## src/rtl/output_port_arbiter.sv

```systemverilog
// ---------------------------------------------------------------------------
// output_port_arbiter
//
// Output stage of one router port. It collects the requests raised by the
// per-input routing units for this port and arbitrates them round-robin. It
// bumps the hop field of the winning packet and holds that packet in a
// one-entry output register, which drives the link (or the local PE) through
// a valid/ready handshake.
//
// Parameters
//   DATA_WIDTH  packet width (hop_x at [55:52], hop_y at [51:48]; must be >= 56)
//   NUM_IN      number of requesting inputs (0..4 = L,R,U,D,PE)
//   HOP_SEL     hop update on grant: 0 none, 1 hop_x+1, 2 hop_y+1
//
// Ports
//   clk       in   rising-edge clock
//   reset     in   synchronous, active-high; overrides everything
//   reqIn     in   5-bit request code per input; a nonzero slice means a request
//   dataIn    in   packet from input i in slice i
//   gntOut    out  one-hot; bit i high = input i's packet is captured at this edge
//   outValid  out  output register holds a packet
//   outData   out  held packet
//   outReady  in   downstream accepts outData when outValid & outReady
//   pktCount  out  delivered packet count, wraps 0xFFFF -> 0
// ---------------------------------------------------------------------------
module output_port_arbiter #(
    parameter int DATA_WIDTH = 64,
    parameter int NUM_IN     = 5,
    parameter int HOP_SEL    = 0
) (
    input  logic                         clk,
    input  logic                         reset,
    input  logic [NUM_IN*5-1:0]          reqIn,
    input  logic [NUM_IN*DATA_WIDTH-1:0] dataIn,
    output logic [NUM_IN-1:0]            gntOut,
    output logic                         outValid,
    output logic [DATA_WIDTH-1:0]        outData,
    input  logic                         outReady,
    output logic [15:0]                  pktCount
);

    localparam int PTR_W     = (NUM_IN > 1) ? $clog2(NUM_IN) : 1;
    localparam int HOP_X_LSB = 52;
    localparam int HOP_Y_LSB = 48;
    localparam logic [PTR_W-1:0] LAST_IDX = PTR_W'(NUM_IN - 1);

    typedef enum logic {
        ST_EMPTY = 1'b0,
        ST_FULL  = 1'b1
    } state_e;

    state_e                  state_q, state_d;
    logic [DATA_WIDTH-1:0]   data_q, data_d;
    logic [PTR_W-1:0]        rr_q, rr_d;
    logic [15:0]             count_q, count_d;

    logic [NUM_IN-1:0]       req;
    logic [DATA_WIDTH-1:0]   in_data [NUM_IN];
    logic                    grant_any;
    logic [PTR_W-1:0]        grant_idx;
    logic [PTR_W-1:0]        cand;
    int                      cand_int;
    logic                    can_load;
    logic                    load;
    logic                    deliver;
    logic [DATA_WIDTH-1:0]   load_data;

    // Flatten the packed input buses into per-input requests and packets.
    always_comb begin
        for (int i = 0; i < NUM_IN; i++) begin
            req[i]     = |reqIn[i*5 +: 5];
            in_data[i] = dataIn[i*DATA_WIDTH +: DATA_WIDTH];
        end
    end

    // Round-robin pick starting at rr_q. The walk runs from the farthest
    // offset back to offset 0, so the requester nearest rr_q is the last
    // assignment and therefore the winner.
    always_comb begin
        // NOTE: every output of a combinational block gets a default first;
        // a path that leaves one unassigned would infer a latch.
        grant_idx = '0;
        cand      = '0;
        cand_int  = 0;
        for (int k = NUM_IN - 1; k >= 0; k--) begin
            cand_int = int'(rr_q) + k;
            if (cand_int >= NUM_IN) begin
                cand_int = cand_int - NUM_IN;
            end
            cand = PTR_W'(cand_int);
            if (req[cand]) begin
                grant_idx = cand;
            end
        end
        grant_any = |req;
    end

    // The register can take a new packet when empty, or when full and the
    // current packet leaves at this same edge (no bubble between packets).
    assign can_load = (state_q == ST_EMPTY) || outReady;
    assign load     = can_load && grant_any && !reset;
    assign deliver  = (state_q == ST_FULL) && outReady;

    always_comb begin
        gntOut = '0;
        if (load) begin
            gntOut[grant_idx] = 1'b1;
        end
    end

    // Hop update is a 4-bit modulo-16 increment; every other bit passes through.
    always_comb begin
        load_data = in_data[grant_idx];
        if (HOP_SEL == 1) begin
            load_data[HOP_X_LSB +: 4] = load_data[HOP_X_LSB +: 4] + 4'd1;
        end else if (HOP_SEL == 2) begin
            load_data[HOP_Y_LSB +: 4] = load_data[HOP_Y_LSB +: 4] + 4'd1;
        end
    end

    always_comb begin
        state_d = state_q;
        data_d  = data_q;
        rr_d    = rr_q;
        count_d = count_q + {15'd0, deliver};
        if (load) begin
            state_d = ST_FULL;
            data_d  = load_data;
            rr_d    = (grant_idx == LAST_IDX) ? '0 : grant_idx + 1'b1;
        end else if (deliver) begin
            // Drain without refill: outData keeps its last value.
            state_d = ST_EMPTY;
        end
    end

    always_ff @(posedge clk) begin
        // NOTE: sequential state uses non-blocking assignments so every
        // register samples the pre-edge values, independent of statement order.
        if (reset) begin
            state_q <= ST_EMPTY;
            data_q  <= '0;
            rr_q    <= '0;
            count_q <= '0;
        end else begin
            state_q <= state_d;
            data_q  <= data_d;
            rr_q    <= rr_d;
            count_q <= count_d;
        end
    end

    assign outValid = (state_q == ST_FULL);
    assign outData  = data_q;
    assign pktCount = count_q;

endmodule
```

## config.mk

```make
export PLATFORM = sky130hd
export DESIGN_NAME = output_port_arbiter
export DESIGN_NICKNAME = d
export VERILOG_FILES = /design/src/rtl/output_port_arbiter.sv
export SDC_FILE = /design/constraint.sdc
export NUM_CORES = 1
export LEC_CHECK = 0
export BUFFER_PORTS_ARGS = -buffer_cell sky130_fd_sc_hd__buf_2
export CAP_MARGIN = 30
export CORE_AREA = 2 2 168 170
export CTS_CLUSTER_DIAMETER = 80
export DETAILED_ROUTE_END_ITERATION = 8
export DIE_AREA = 0 0 170 172
export HOLD_SLACK_MARGIN = 0.05
export PLACE_DENSITY_LB_ADDON = 0.12
export RECOVER_POWER = 100
export SYNTH_ARGS = -nofsm -noshare
export SYNTH_HDL_FRONTEND = slang
export SYNTH_SLANG_ARGS = --single-unit
```

## constraint.sdc

```tcl
create_clock -name clk -period 8.2 [get_ports clk]
set_input_delay 1.64 -clock clk [delete_from_list [all_inputs] [get_ports clk]]
set_output_delay 1.64 -clock clk [all_outputs]
set_load 0.05 [all_outputs]
```

==> metrics.cfg <==
[global_routing]
grt_pass1_vias = 8793
grt_pass1_wl_mm = 51.6
antenna_found_initial = 7
grt.total_usage = 0.229
overflow = 0
grt_max_degree = 67

[detailed_routing]
vias = 9109
drt-initial-drc-count = 604
drc_errors = 0
dr_wl_met2_mm = 17.7
routed.top_layer = met5
drtAntennaViolNets = 0
viasPerCell = 5.55
wl_met1_mm = 14.7
wirelength_mm = 35.8
avgRoutedWirePerCell_um = 21.8
met3_wirelength_mm = 2.39
firstDrtPassIters = 6

[timing]
skew_ns = 0.0158
slew_headroom = -0.338
setup_viol = 0
min_period_over_period = 0.889
fin_crit_ns = 7.29
max_freq_mhz = 137
hold_viol = 0
whs_ns = 0.479
slew_viol_final = 102
rsz0062_at_grt = false
tns_ns = 0
tightestPinTransition_ns = 2.01

[clock_network]
cts-resized-gates = 0
cts_num_sinks = 84
cts_buffers = 9
cts_setup_buffers = 0
ctsHtreeMaxLevel = 3
clk_pin_slew_worst_paths_ns = 0.07
clk_latency_ns = 0.36
cts_hold_buffers = 0
max-clock-path-buffers = 2
cts_tree = yes
cts-root-buf = clkbuf_16

[worst_setup_path]
path_class = flop to output pin
cp-start-kind = flop
crit_family = compound AO/OA/AOI/OAI gates
path_common_cell = ha_1
crit_arrival_ns = 5.65
cp_cell_sequence = clkinv_1, ha_1, ha_1, a21oi_1, mux2i_1, mux4_2, a211o_1, a211o_2, a22o_4, or3_1, inv_1, clkbuf_1
required_ns = 6.56
cp-end-kind = output pin
worst-r2r-setup-slack_ns = 1.02
cp.buffers_inverters = 3
cpMaxStageDelayCell = dfxtp_1
cp_slowest_stage_delay_ns = 0.76
path_max_fanout = 36

[yosys]
synth_flop_cell = dfxtp_1
yosysSeqAreaShare = 0.234
post-synth-top-area-fraction = 0.234
synth_top_area_cell = dfxtp_1
synth_cells = 934
synth_cell_types = 57
synth.ff_latch_count = 84
synth_area_leaders = dfxtp_1, a2111oi_0, o31ai_1, a22oi_1, a221oi_1
synth_commonest_cells = dfxtp_1, nand2_1, clkbuf_1
synth_edf_count = 0
avgSynthCellArea_um2 = 7.70
yosysWarnings = 0
synth_nets = 1294
synth_area_um2 = 7190
yosysMostFrequentCell = dfxtp_1
async_reset_ff_frac = 0

[layout]
regArea_um2 = 1680
multi_input_area_um2 = 5110
nets = 1645
nFillCells = 2992
instances_no_fill = 1642
syn2layout_area_growth_pct = 35.5
drive_above_1_share = 0.314

[floorplan]
fp.dieH_um = 172
io_pins = 434
die_x_um = 170
die_area_um2 = 29200
num_rows = 61
initial_core_util = 0.262
coreArea_um2 = 27500

[flow_run]
maxCapViolCount = 2

[power_and_ir_drop]
vdd_drop_max_mv = 0.128
leakagePower_uw = 0.00412
powerDensity_nw_per_um2 = 261

[run_status]
violations = capacitance limit, slew limit
status = finished, violations left

[place]
dp.final_hpwl_mm = 25.3
dp_cells = 1620
gp_congestion = 0.858
portBuffers = 433

[min_path]
holdCritPathClass = flop to flop

## per-layer routing
metal	vias to the layer above	GRT usage
li1	4377	-
met1	4297	0.281
met2	380	0.397
met3	51	0.0494
met4	4	0.0773
met5	-	0
## worst reg2reg max path, cell delays in order, from the launching register on
cell and delay [ns]:
dfxtp_1 0.76, clkinv_1 0.53, ha_1 0.43, ha_1 0.42
a21oi_1 0.50, mux2i_1 0.15, mux4_2 0.54, a211oi_1 0.23
a211o_2 0.18, clkbuf_2 1.22, and2_2 0.95, clkbuf_1 0.63
a2111oi_0 0.28, o31ai_1 0.25
## state kept, by name, indices dropped and copies added, names as in the netlist
signal	flops
outValid	1
rr_q	3
pktCount	16
outData	64
## stage by stage
stage / utilization / worst slack (ns) / cell area [µm²] / total power, µW
6_report: 0.355 / 0.908 / 9750 / 2550
5_1_grt: 0.355 / 0.529 / 9740 / 2700
4_1_cts: 0.359 / 1.29 / 9870 / 2600
3_5_place_dp: 0.348 / 1.70 / 9550 / 2130
3_3_place_gp: 0.347 / 1.69 / 9550 / 2130
2_1_floorplan: - / 1.45 / 7190 / 1670
## cell type report
type,instances,area share
Inverter,8,0.00308
Tap cell,346,0.0444
Sequential cell,84,0.172
Clock buffer,12,0.0273
Antenna cell,6,0.00154
Timing Repair Buffer,448,0.221
Clock inverter,4,0.00565
Multi-Input combinational cell,734,0.525
## logic make-up after synthesis
logic type                 after synthesis  share of synthesized area
buffers and inverters                  116                     0.0664
AOI/OAI and AO/OA                      379                      0.402
muxes                                   11                     0.0226
adders and majority gates               12                     0.0219
xor gates and xnor gates                15                     0.0183
DFF                                     84                      0.234
and+or+nand+nor                        317                      0.235
## power by group
part | leakage, µW | switching, µW | internal (µW)
combinational | 0.00327 | 1080 | 418
clock | 0.000155 | 200 | 264
sequential | 0.000696 | 68.5 | 520
## final timing paths
path,startpoint,cells past startpoint,end
max reg2reg,rr_q[0]$_SDFFE_PP0P_,13,outData[13]$_SDFFE_PP0P_
min,outData[2]$_SDFFE_PP0P_,2,outData[2]$_SDFFE_PP0P_
min reg2reg,outData[2]$_SDFFE_PP0P_,2,outData[2]$_SDFFE_PP0P_
max,rr_q[0]$_SDFFE_PP0P_,12,gntOut[3]
## placed cells by master, fill, tap and decap left out, types with 4 or more instances in the layout
master,instances
nand3_1,19
nand2b_1,8
nand2_1,79
a211o_1,4
ha_1,11
a21oi_1,76
nor2_1,28
nand4_1,6
a221oi_2,8
nor2b_1,6
a2111oi_0,66
inv_1,6
diode_2,6
and2_1,68
a221oi_1,56
dfxtp_1,84
o21ai_0,5
mux2i_1,5
o31ai_1,65
buf_2,348
or3_1,5
nor3_1,7
and3_1,71
xnor2_1,4
a21o_1,10
clkbuf_1,89
mux4_2,4
clkbuf_16,9
buf_4,10
a22oi_1,64
xor2_1,11
No activity file was read; power rests on OpenSTA's default activity.
